File: config.mk
export PLATFORM = sky130hd
export DESIGN_NAME = ad_serial_config
export DESIGN_NICKNAME = d
export VERILOG_FILES = /design/src/rtl/ad9970_pkg.sv /design/src/rtl/ad_sync_edge.sv /design/src/rtl/ad_serial_config.sv
export SDC_FILE = /design/constraint.sdc
export NUM_CORES = 1
export LEC_CHECK = 0
export ABC_CLOCK_PERIOD_IN_PS = 3200
export CAP_MARGIN = 40
export CORE_MARGIN = 3
export CORE_UTILIZATION = 35
export CTS_CLUSTER_DIAMETER = 30
export CTS_CLUSTER_SIZE = 28
export DETAILED_ROUTE_END_ITERATION = 6
export MAX_ROUTING_LAYER = met4
export PLACE_DENSITY = 0.55
export SYNTH_ARGS = -nofsm -noshare
export SYNTH_HDL_FRONTEND = slang
export SYNTH_SLANG_ARGS = --single-unit
File: constraint.sdc
create_clock -name clk -period 3.2 [get_ports clk]
set_clock_uncertainty 0.2 [all_clocks]
set_input_delay 0.96 -clock clk [delete_from_list [all_inputs] [get_ports clk]]
set_output_delay 0.96 -clock clk [all_outputs]
set_load 0.01 [all_outputs]
File: src/rtl/ad9970_pkg.sv
// Shared constants, register map and configuration payload for the AD9970
// serial configuration front-end.
package ad9970_pkg;

  localparam int unsigned SER_ADDR_W     = 12;
  localparam int unsigned SER_DATA_W     = 16;
  localparam int unsigned SER_FRAME_W    = SER_ADDR_W + SER_DATA_W;
  localparam int unsigned LOC_W          = 13;
  localparam int unsigned SYNC_W         = 16;
  localparam int unsigned NUM_SYNC_WORDS = 7;

  localparam int unsigned ADDR_SYNC_CTRL   = 'h000;
  localparam int unsigned ADDR_SYNC_START  = 'h001;
  localparam int unsigned ADDR_SYNC_WORD0  = 'h002;
  localparam int unsigned ADDR_SYNC_WORD6  = 'h008;
  localparam int unsigned ADDR_HBLK_TOG1   = 'h009;
  localparam int unsigned ADDR_HBLK_TOG2   = 'h00A;
  localparam int unsigned ADDR_UPDATE_CTRL = 'h00B;

  typedef struct packed {
    logic                                  sync_align_loc;
    logic [LOC_W-1:0]                      sync_start_loc;
    logic [NUM_SYNC_WORDS-1:0][SYNC_W-1:0] sync_word;
    logic [LOC_W-1:0]                      hblk_tog1;
    logic [LOC_W-1:0]                      hblk_tog2;
  } cfg_t;

  localparam cfg_t CFG_RESET = '0;

  typedef enum logic [1:0] {
    ST_IDLE  = 2'd0,
    ST_SHIFT = 2'd1,
    ST_WRITE = 2'd2
  } state_t;

endpackage

File: src/rtl/ad_sync_edge.sv
// N-stage synchroniser for one asynchronous pin with registered level and
// rise/fall pulses taken from the last two stages (equal latency on all three).
module ad_sync_edge #(
  parameter int unsigned STAGES  = 3,
  parameter logic        RST_VAL = 1'b0
) (
  input  logic clk,
  input  logic reset_n,
  input  logic d,
  output logic level,
  output logic rise,
  output logic fall
);

  logic [STAGES-1:0] sync_q;

  always_ff @(posedge clk or negedge reset_n) begin
    if (!reset_n) begin
      sync_q <= {STAGES{RST_VAL}};
      level  <= RST_VAL;
      rise   <= 1'b0;
      fall   <= 1'b0;
    end else begin
      sync_q <= {sync_q[STAGES-2:0], d};
      level  <= sync_q[STAGES-2];
      rise   <= sync_q[STAGES-2] & ~sync_q[STAGES-1];
      fall   <= ~sync_q[STAGES-2] & sync_q[STAGES-1];
    end
  end

endmodule

File: src/rtl/ad_serial_config.sv
// 3-wire serial write deserialiser and configuration register bank feeding the
// AD9970 timing generator, with immediate or VD-synchronous output update.
module ad_serial_config
  import ad9970_pkg::*;
#(
  parameter int unsigned ADDR_W      = SER_ADDR_W,
  parameter int unsigned DATA_W      = SER_DATA_W,
  parameter int unsigned SYNC_STAGES = 3
) (
  input  logic        clk,
  input  logic        reset_n,
  input  logic        i_sl,
  input  logic        i_sck,
  input  logic        i_sdata,
  input  logic        i_vd,
  output logic        o_sync_align_loc,
  output logic [12:0] ov_sync_start_loc,
  output logic [15:0] ov_sync_word0,
  output logic [15:0] ov_sync_word1,
  output logic [15:0] ov_sync_word2,
  output logic [15:0] ov_sync_word3,
  output logic [15:0] ov_sync_word4,
  output logic [15:0] ov_sync_word5,
  output logic [15:0] ov_sync_word6,
  output logic [12:0] ov_hblk_tog1,
  output logic [12:0] ov_hblk_tog2,
  output logic        o_update_mode,
  output logic        o_wr_done,
  output logic        o_frame_err,
  output logic        o_addr_err
);

  localparam int unsigned FRAME_W = ADDR_W + DATA_W;
  localparam int unsigned CNT_W   = $clog2(FRAME_W);

  logic sl_lvl, sl_rise, sl_fall;
  logic sck_lvl, sck_rise, sck_fall;
  logic sdata_lvl, sdata_rise, sdata_fall;
  logic vd_lvl, vd_rise, vd_fall;

  // SL idles high, so its chain resets high to avoid a phantom frame start.
  ad_sync_edge #(.STAGES(SYNC_STAGES), .RST_VAL(1'b1)) u_sync_sl (
    .clk(clk), .reset_n(reset_n), .d(i_sl),
    .level(sl_lvl), .rise(sl_rise), .fall(sl_fall)
  );
  ad_sync_edge #(.STAGES(SYNC_STAGES), .RST_VAL(1'b0)) u_sync_sck (
    .clk(clk), .reset_n(reset_n), .d(i_sck),
    .level(sck_lvl), .rise(sck_rise), .fall(sck_fall)
  );
  ad_sync_edge #(.STAGES(SYNC_STAGES), .RST_VAL(1'b0)) u_sync_sdata (
    .clk(clk), .reset_n(reset_n), .d(i_sdata),
    .level(sdata_lvl), .rise(sdata_rise), .fall(sdata_fall)
  );
  ad_sync_edge #(.STAGES(SYNC_STAGES), .RST_VAL(1'b0)) u_sync_vd (
    .clk(clk), .reset_n(reset_n), .d(i_vd),
    .level(vd_lvl), .rise(vd_rise), .fall(vd_fall)
  );

  logic unused_edges;
  assign unused_edges = ^{sl_rise, sl_fall, sck_lvl, sck_fall,
                          sdata_rise, sdata_fall, vd_lvl, vd_rise};

  state_t             state_q, state_d;
  logic [CNT_W-1:0]   bit_cnt_q, bit_cnt_d;
  logic [FRAME_W-1:0] shreg_q, shreg_d;
  logic               first_q, first_d;
  logic [ADDR_W-1:0]  addr_q, addr_d;
  cfg_t               pend_q, pend_d;
  cfg_t               out_q, out_d;
  logic               mode_q, mode_d;
  logic               commit_q, commit_d;
  logic               wr_done_q, wr_done_d;
  logic               frame_err_q, frame_err_d;
  logic               addr_err_q, addr_err_d;

  logic [ADDR_W-1:0]  wr_addr;
  logic [DATA_W-1:0]  wr_data;
  logic [CNT_W-1:0]   pos;
  logic [CNT_W-1:0]   last;
  logic               mapped;

  always_ff @(posedge clk or negedge reset_n) begin
    if (!reset_n) begin
      state_q     <= ST_IDLE;
      bit_cnt_q   <= '0;
      shreg_q     <= '0;
      first_q     <= 1'b0;
      addr_q      <= '0;
      pend_q      <= CFG_RESET;
      out_q       <= CFG_RESET;
      mode_q      <= 1'b0;
      commit_q    <= 1'b0;
      wr_done_q   <= 1'b0;
      frame_err_q <= 1'b0;
      addr_err_q  <= 1'b0;
    end else begin
      state_q     <= state_d;
      bit_cnt_q   <= bit_cnt_d;
      shreg_q     <= shreg_d;
      first_q     <= first_d;
      addr_q      <= addr_d;
      pend_q      <= pend_d;
      out_q       <= out_d;
      mode_q      <= mode_d;
      commit_q    <= commit_d;
      wr_done_q   <= wr_done_d;
      frame_err_q <= frame_err_d;
      addr_err_q  <= addr_err_d;
    end
  end

  always_comb begin
    state_d     = state_q;
    bit_cnt_d   = bit_cnt_q;
    shreg_d     = shreg_q;
    first_d     = first_q;
    addr_d      = addr_q;
    pend_d      = pend_q;
    mode_d      = mode_q;
    commit_d    = 1'b0;
    wr_done_d   = 1'b0;
    frame_err_d = 1'b0;
    addr_err_d  = 1'b0;
    mapped      = 1'b0;
    // First word of a frame carries its own address; later words use auto-increment.
    wr_addr = first_q ? shreg_q[ADDR_W-1:0] : addr_q;
    wr_data = shreg_q[FRAME_W-1:ADDR_W];
    pos     = first_q ? bit_cnt_q : bit_cnt_q + CNT_W'(ADDR_W);
    last    = first_q ? CNT_W'(FRAME_W - 1) : CNT_W'(DATA_W - 1);

    unique case (state_q)
      ST_IDLE: begin
        if (!sl_lvl) begin
          state_d   = ST_SHIFT;
          bit_cnt_d = '0;
          shreg_d   = '0;
          first_d   = 1'b1;
        end
      end
      ST_SHIFT: begin
        if (sl_lvl) begin
          state_d     = ST_IDLE;
          frame_err_d = (bit_cnt_q != '0);
          bit_cnt_d   = '0;
        end else if (sck_rise) begin
          shreg_d[pos] = sdata_lvl;
          bit_cnt_d    = bit_cnt_q + CNT_W'(1);
          if (bit_cnt_q == last) state_d = ST_WRITE;
        end
      end
      ST_WRITE: begin
        mapped = 1'b1;
        if (wr_addr == ADDR_W'(ADDR_SYNC_CTRL))
          pend_d.sync_align_loc = wr_data[0];
        else if (wr_addr == ADDR_W'(ADDR_SYNC_START))
          pend_d.sync_start_loc = LOC_W'(wr_data);
        else if (wr_addr >= ADDR_W'(ADDR_SYNC_WORD0) && wr_addr <= ADDR_W'(ADDR_SYNC_WORD6))
          pend_d.sync_word[3'(wr_addr - ADDR_W'(ADDR_SYNC_WORD0))] = SYNC_W'(wr_data);
        else if (wr_addr == ADDR_W'(ADDR_HBLK_TOG1))
          pend_d.hblk_tog1 = LOC_W'(wr_data);
        else if (wr_addr == ADDR_W'(ADDR_HBLK_TOG2))
          pend_d.hblk_tog2 = LOC_W'(wr_data);
        else if (wr_addr == ADDR_W'(ADDR_UPDATE_CTRL))
          mode_d = wr_data[0];
        else
          mapped = 1'b0;
        wr_done_d  = mapped;
        addr_err_d = ~mapped;
        commit_d   = mapped & ~mode_d;
        bit_cnt_d  = '0;
        shreg_d    = '0;
        first_d    = 1'b0;
        addr_d     = wr_addr + ADDR_W'(1);
        state_d    = sl_lvl ? ST_IDLE : ST_SHIFT;
      end
      default: state_d = ST_IDLE;
    endcase

    // A VD commit takes pend_d so a write in the same cycle is not lost.
    out_d = out_q;
    if (commit_q) out_d = pend_q;
    if (vd_fall && mode_q) out_d = pend_d;
  end

  assign o_sync_align_loc  = out_q.sync_align_loc;
  assign ov_sync_start_loc = out_q.sync_start_loc;
  assign ov_sync_word0     = out_q.sync_word[0];
  assign ov_sync_word1     = out_q.sync_word[1];
  assign ov_sync_word2     = out_q.sync_word[2];
  assign ov_sync_word3     = out_q.sync_word[3];
  assign ov_sync_word4     = out_q.sync_word[4];
  assign ov_sync_word5     = out_q.sync_word[5];
  assign ov_sync_word6     = out_q.sync_word[6];
  assign ov_hblk_tog1      = out_q.hblk_tog1;
  assign ov_hblk_tog2      = out_q.hblk_tog2;
  assign o_update_mode     = mode_q;
  assign o_wr_done         = wr_done_q;
  assign o_frame_err       = frame_err_q;
  assign o_addr_err        = addr_err_q;

endmodule

==> metrics.log <==
INFO  metric cts_root_buf = sky130_fd_sc_hd__clkbuf_16
INFO  metric worstMarginPinSlew = 883.0 ps
INFO  metric post_cts_buffers = 0
INFO  metric cts_tree = done
INFO  metric gp_congestion = 0.8657
INFO  metric clk_pin_slew_worst_paths = 40 ps
INFO  metric min_period_over_period = 94.23%
INFO  metric cts-resized-gates = 0
INFO  metric synth_register_bits = 371
INFO  metric totalNegativeSetupSlack = 0 ps
INFO  metric portBuffers = 161
INFO  metric ant_nets = 0
INFO  metric max_stage_delay = 570 ps
INFO  metric synth-main-ff-cell = sky130_fd_sc_hd__dfrtp_1
INFO  metric hold_path.class = primary input to async pin
INFO  metric wire_per_inst = 20.95 um
INFO  metric largest_net_degree_at_the_start_of_global_routing = 172
INFO  metric synth_async_sr_flop_share = 100.0%
INFO  metric syn-num-nets = 1,620
INFO  metric post-synth-top-count-cell = sky130_fd_sc_hd__dfrtp_1
INFO  metric io_pins = 162
INFO  metric synth.avg_cell_area = 10.87 sq um
INFO  metric vias_per_cell = 5.408
INFO  metric ir_worst_vdd = 0.0004297 V
INFO  metric core_area = 49,050 sq um
INFO  metric antenna-diode-count = 0
INFO  metric final_core_occ = 47.86%
INFO  metric seq_total_area_yosys = 53.29%
INFO  metric cp_cell_sequence = buf_4 -> nor3_1 -> nand2_1 -> a21oi_4 -> or4b_1 -> nand2b_4 -> o221a_2
INFO  metric critical_path.max_fanout = 35
INFO  metric cts_hold_buffers = 0
INFO  metric pwr_dens = 624.1 nW/um^2
INFO  metric synthCells = 1,603
INFO  metric cts_htree_levels = 3
INFO  metric yosysTopAreaCell = sky130_fd_sc_hd__dfrtp_1
INFO  metric rsz0062_at_grt = false
INFO  metric cell_rows = 81
INFO  metric initial_utilization = 35.53%
INFO  metric grt_pass1_vias = 13,820
INFO  metric grt_antenna_before_repair = 1
INFO  metric synth_area_leaders = sky130_fd_sc_hd__dfrtp_1 (53%), sky130_fd_sc_hd__mux2_2 (10%), sky130_fd_sc_hd__o21a_1 (5.5%)
INFO  metric synth-simple-area-share = 12.07%
INFO  metric number_of_unique_standard_cell_types_used_by_synthesis = 60
INFO  metric setup_viol_count_final = 0
INFO  metric max_cap_viol_count = 0
INFO  metric dr.pass1.iters = 7
INFO  metric finalNetCount = 1,796
INFO  metric netlist_top_cells_count = sky130_fd_sc_hd__dfrtp_1 (368), sky130_fd_sc_hd__mux2_2 (155), sky130_fd_sc_hd__clkbuf_1 (136), sky130_fd_sc_hd__o21a_1 (127), sky130_fd_sc_hd__o21ai_0 (126)
INFO  metric report.final.hold_viol_count = 0
INFO  metric synthXorXnorAreaFrac = 0.6533%
INFO  metric synthMuxAreaShare = 10.47%
INFO  metric final_slew_viol_count = 0
INFO  metric run_status = finished, final reports clean
INFO  metric chipWidth = 229.1 um
INFO  metric cts-buffers-inserted = 94
INFO  metric place_hpwl = 32,450 um
INFO  metric clk_path_buf_depth = 3
INFO  metric totalWireLength = 52,870 um
INFO  metric groute.usage.overall = 20.48%
INFO  metric syn-cell-area = 17,430 sq um
INFO  metric cp_slowest_cell = sky130_fd_sc_hd__or4b_1
INFO  metric synth_compound_gate_area_share = 19.10%
INFO  metric post_synthesis_to_final_layout_area_growth = 34.70%
INFO  metric route.vias.total = 13,650
INFO  metric p_leak = 10.78 nW
INFO  metric grt_pass1_wl = 82,550 um
INFO  metric synthAdderAreaFrac = 0.7897%
INFO  metric clock_insertion_delay_worst_skew = 630 ps
INFO  metric max_clock_freq = 331.6 MHz
INFO  metric drc = 0
INFO  metric grt_overflow = 0
INFO  metric synth_top_family_by_area = compound AO/OA/AOI/OAI gates
INFO  metric detail_route.iter0.violations = 1,144
INFO  metric crit_path_end_kind = flip-flop
INFO  metric synth_enable_flop_cells = 0
INFO  metric yosys_warnings = 0
INFO  metric proportion_of_netlist_area_held_by_the_largest_area_contributor = 52.84%
INFO  metric timing.critical_path.from_type = flip-flop
INFO  metric required = 3490 ps
INFO  metric numClockSinks = 371
INFO  metric crit_arrival = 3300 ps
INFO  metric height_of_the_chip = 229.1 um
INFO  metric slew-limit-headroom = 41.14%
INFO  metric die_area = 52,510 sq um
INFO  metric post_route_cells_drive_above_1_share = 22.63%
INFO  metric timing.setup.critical_path_class = flip-flop to flip-flop
INFO  metric final_period_minus_worst_setup_slack = 3015 ps
## path summary, 6_finish.rpt
kind / from / endpoint / slack, ps / cells after the start
worst max-delay path: first_q$_DFFE_PN0P_ / ov_hblk_tog1[0]$_DFFE_PN0P_ / 180 / 7
worst min-delay path: reset_n / pend_q[131]$_DFF_PN0_ / 60 / 1
worst max register to register: first_q$_DFFE_PN0P_ / ov_hblk_tog1[0]$_DFFE_PN0P_ / 180 / 7
worst min register to register: u_sync_sdata.sync_q[0]$_DFF_PN0_ / u_sync_sdata.sync_q[1]$_DFF_PN0_ / 140 / 0
max in group asynchronous: reset_n / u_sync_sl.sync_q[1]$_DFF_PN1_ / 1980 / 2
min in group clk: u_sync_sdata.sync_q[0]$_DFF_PN0_ / u_sync_sdata.sync_q[1]$_DFF_PN0_ / 140 / 0
## per-layer routing
metal	vias to the layer above	share of wire [%]	track usage [%]
met5	-	0	-
met3	79	4.2	3.333
met4	0	2.4	7.451
met1	6984	45	26.84
met2	346	48	32.20
li1	6240	-	-
## cell type report
class / instances / area [sq um]
Clock buffer: 141 / 2819
Tap cell: 664 / 830.8
Inverter: 15 / 56.30
Sequential cell: 371 / 9291
Multi-Input combinational cell: 1067 / 7555
Clock inverter: 36 / 548.0
Timing Repair Buffer: 230 / 2376
Fill cell: 4490 / 25580
## report_power, final
part / total (mW) / leakage [nW] / switching (mW) / internal [mW]
Clock: 9.74 / 1.65 / 2.89 / 6.85
Sequential: 4.73 / 5.14 / 0.00944 / 4.72
Combinational: 0.179 / 3.98 / 0.138 / 0.0406
## worst max-delay path, delay by kind of cell (launching register included)
kind                   cells  cell delay [ps]
flip-flops                 1              490
AO/OA/AOI/OAI              2              600
buffers and inverters      1              300
AND/OR/NAND/NOR            4             1300
## cell families after synthesis
family / after synthesis
AO/OA/AOI/OAI: 495
XOR/XNOR: 13
adder cells (fa/ha/maj): 11
buffers and inverters: 165
flip-flops: 371
multiplexers: 163
AND/OR/NAND/NOR: 385
## flip-flops by register name (all words and copies together), names as in the netlist, 2 cells and up
name,flops
u_sync_sck.sync_q,3
state_q,2
ov_sync_word6,16
ov_hblk_tog1,13
ov_sync_start_loc,13
ov_sync_word2,16
ov_sync_word1,16
ov_sync_word0,16
u_sync_sl.sync_q,2
ov_sync_word4,16
ov_hblk_tog2,13
u_sync_vd.sync_q,3
u_sync_sdata.sync_q,2
ov_sync_word5,16
pend_q,152
shreg_q,28
bit_cnt_q,5
ov_sync_word3,16
addr_q,12
## cells in the final DEF, fill, tap and decap left out, types with 17 or more instances in the layout
cell type                           n
sky130_fd_sc_hd__o32a_1            17
sky130_fd_sc_hd__nand3_1           24
sky130_fd_sc_hd__nor2_1           121
sky130_fd_sc_hd__o211ai_1          17
sky130_fd_sc_hd__nand2_1           42
sky130_fd_sc_hd__or3_1             30
sky130_fd_sc_hd__dfrtp_1          367
sky130_fd_sc_hd__clkbuf_16         94
sky130_fd_sc_hd__mux2_2           155
sky130_fd_sc_hd__a21oi_1          115
sky130_fd_sc_hd__o21ai_0          126
sky130_fd_sc_hd__o21a_1           127
sky130_fd_sc_hd__nand3b_1          97
sky130_fd_sc_hd__clkbuf_1          18
sky130_fd_sc_hd__buf_12            17
sky130_fd_sc_hd__buf_4             48
sky130_fd_sc_hd__clkbuf_8          29
sky130_fd_sc_hd__clkdlybuf4s50_1  160
## per-stage QoR
step | worst slack [ps] | power [mW] | std cells | hold slack, ps | instance area (sq um)
floorplan | 130.1 | 4.840 | 1603 | 131.2 | 17430
global placement | 214.8 | 4.982 | 2343 | 134.2 | 20040
detailed placement | 164.2 | 4.984 | 2347 | 135.5 | 20100
CTS | 155.0 | 14.84 | 2524 | 40.61 | 23470
global route | 26.69 | 15.13 | 2524 | 74.99 | 23480
finish | 184.6 | 14.65 | 2524 | 64.61 | 23480
Power figures use the tool's default switching activity.
==> edit: new RTL, config.mk and constraints unchanged <==
Reset style: synchronous (`reset_n`), changed in 2 clocked blocks. Comments in the files are not updated.
--- a/src/rtl/ad_sync_edge.sv
+++ b/src/rtl/ad_sync_edge.sv
@@ -16,3 +16,3 @@
 
-  always_ff @(posedge clk or negedge reset_n) begin
+  always_ff @(posedge clk) begin
     if (!reset_n) begin
--- a/src/rtl/ad_serial_config.sv
+++ b/src/rtl/ad_serial_config.sv
@@ -81,3 +81,3 @@
 
-  always_ff @(posedge clk or negedge reset_n) begin
+  always_ff @(posedge clk) begin
     if (!reset_n) begin
Behaviour: no difference found for any inputs over 4 cycles, from zero or initial values and one cycle with reset_n low; that may be too few to reach the edited logic, so the function may still have changed.
==> edit against the unedited design <==
  * Sequential cell count stayed put
  * Synthesized area is 3.4% lower
  * Setup slack better by 0.11 ns
  * Clock power is 0.9% lower
  * Total power is 1.2% lower
  * Final cell count is 3.3% higher
  * Critical endpoint is now ov_sync_word5[1]$_SDFFE_PN0P_
  * Final area is 4.9% lower
  * Wire length is 2.0% higher
  * Sequential power is 2% lower
  * Worst hold slack better by 0.12 ns
  * Highest routed layer unchanged
==> edit: results (changes against the unedited design) <==
| Metric | Value |
|---|---|
| Maximum net fanout on the critical path | 48 (was 35) |
| Clock Pin Slew Worst Setup and Hold Paths | 0.04 ns (about the same) |
| Number of distinct library cells after synthesis | 67 (was 60) |
| Fraction of final layout cells sized beyond drive strength 1 | 0.1980 (was 0.2263) |
| Share of synthesized registers carrying an async set or reset | 0 (was 1.000) |
| Leak pwr | 0.008548 uW (was 0.01078 uW) |
| Pwr per Cell Area | 648.3 mW/mm^2 (was 624.1 mW/mm^2) |
| Vias in the first global route | 14.24k (was 13.82k) |
| First-pass GRT wire length | 82860 um (was 82550 um) |
| Worst vdd rail ir drop | 0.0004099 V (was 0.0004297 V) |
| HPWL after detailed placement | 33010 um (was 32450 um) |
| Top post-synthesis cells by count | dfxtp_1 (371), o21ai_0 (278), mux2_2 (155) (was dfrtp_1 (368), mux2_2 (155), clkbuf_1 (136)) |
| Clock Power Share | 0.667 (was 0.665) |
| Total routing resource utilization after global routing | 0.2132 (was 0.2048) |
| Met1 wire length | 24240 um (was 23860 um) |
| Pre-CTS setup slack | 0.2691 ns (was 0.1642 ns) |
| Post-synthesis sequential area ratio | 0.4411 (was 0.5329) |
| Antenna violations before repair | 2 (was 1) |
| Mean post-synth cell area | 9.376 sq um (was 10.87 sq um) |
| Area after detailed placement | 0.01904 sq mm (was 0.02010 sq mm) |
| Min-delay worst type | register to register (was primary input to async pin) |
| Data arrival time of the worst path | 3.15 ns (was 3.30 ns) |
| Post-detailed-routing wire length | 53940 um (was 52870 um) |
| Final-stage net count | 1939 (was 1796) |
| Routability Congestion | 0.8440 (was 0.8657) |
| Post-route insts no fill | 2607 (was 2524) |
| Worst slew margin relative to its limit | 0.3884 (was 0.4114) |
| Pint | 11430 uW (was 11610 uW) |
| Mapped Nets | 1813 (was 1620) |
| Insertion delay to the later sink of the worst-skew pair | 0.60 ns (was 0.63 ns) |
| Pin count of the biggest net entering global routing | 98 (was 172) |
| Initial DRC Count | 965 (was 1144) |
| Run status | complete, no violations (unchanged) |
| Detailed route wirelength on metal3 | 3529 um (was 2246 um) |
| Top cell family by delay on the critical path | compound AO/OA/AOI/OAI gates (was simple AND/OR/NAND/NOR gates) |
| Mean number of vias per cell | 5.644 (was 5.408) |
==> edit: cell count changes after synthesis, sizes merged, moves of 75 or more <==
cell    delta
a21boi   +117
a21oi     -75
a31oi    +109
dfrtp    -368
dfxtp    +371
nand3b    -96
nand4    +100
nor2      -80
o21a     -104
o21ai    +153
==> edit: worst register-to-register path: cells and delay by family, from the launching register on <==
family                     cells  cell delay (ns)
adders and majority gates      1             0.23
AOI/OAI and AO/OA              3             0.71
muxes                          1             0.26
DFF                            1             0.41
buffers and inverters          2             0.36
and+or+nand+nor                2             0.57
==> edit: cell families after synthesis <==
logic type | Yosys count | share of synthesized area
mux | 201 | 0.1323
fa+ha+maj | 11 | 0.008173
simple gates | 344 | 0.1154
compound gates | 655 | 0.2453
xor+xnor | 13 | 0.006762
buf+inv | 201 | 0.05105
flops | 371 | 0.4411
==> edit: area by class of cell <==
class                           count  area (sq um)
Sequential cell                   371          7432
Timing Repair Buffer              217          2221
Fill cell                        4404         24730
Clock buffer                      111          2516
Multi-Input combinational cell   1224          8569
Inverter                           16         60.06
Clock inverter                     61         767.0
Tap cell                          607         759.5
==> edit: worst paths after layout <==
path	startpoint	to	slack, ns	cells after the start
max	first_q$_SDFFE_PN0P_	ov_sync_word5[1]$_SDFFE_PN0P_	0.29	9
max reg2reg	first_q$_SDFFE_PN0P_	ov_sync_word5[1]$_SDFFE_PN0P_	0.29	9
min	u_sync_sck.sync_q[2]$_SDFF_PN0_	u_sync_sck.rise$_SDFF_PN0_	0.19	1
min reg2reg	u_sync_sck.sync_q[2]$_SDFF_PN0_	u_sync_sck.rise$_SDFF_PN0_	0.19	1
==> edit: metal layers <==
layer	GRT usage	up-vias
met4	0.06273	0
met2	0.3314	412
li1	-	7009
met3	0.05666	101
met1	0.2729	7192
met5	-	-
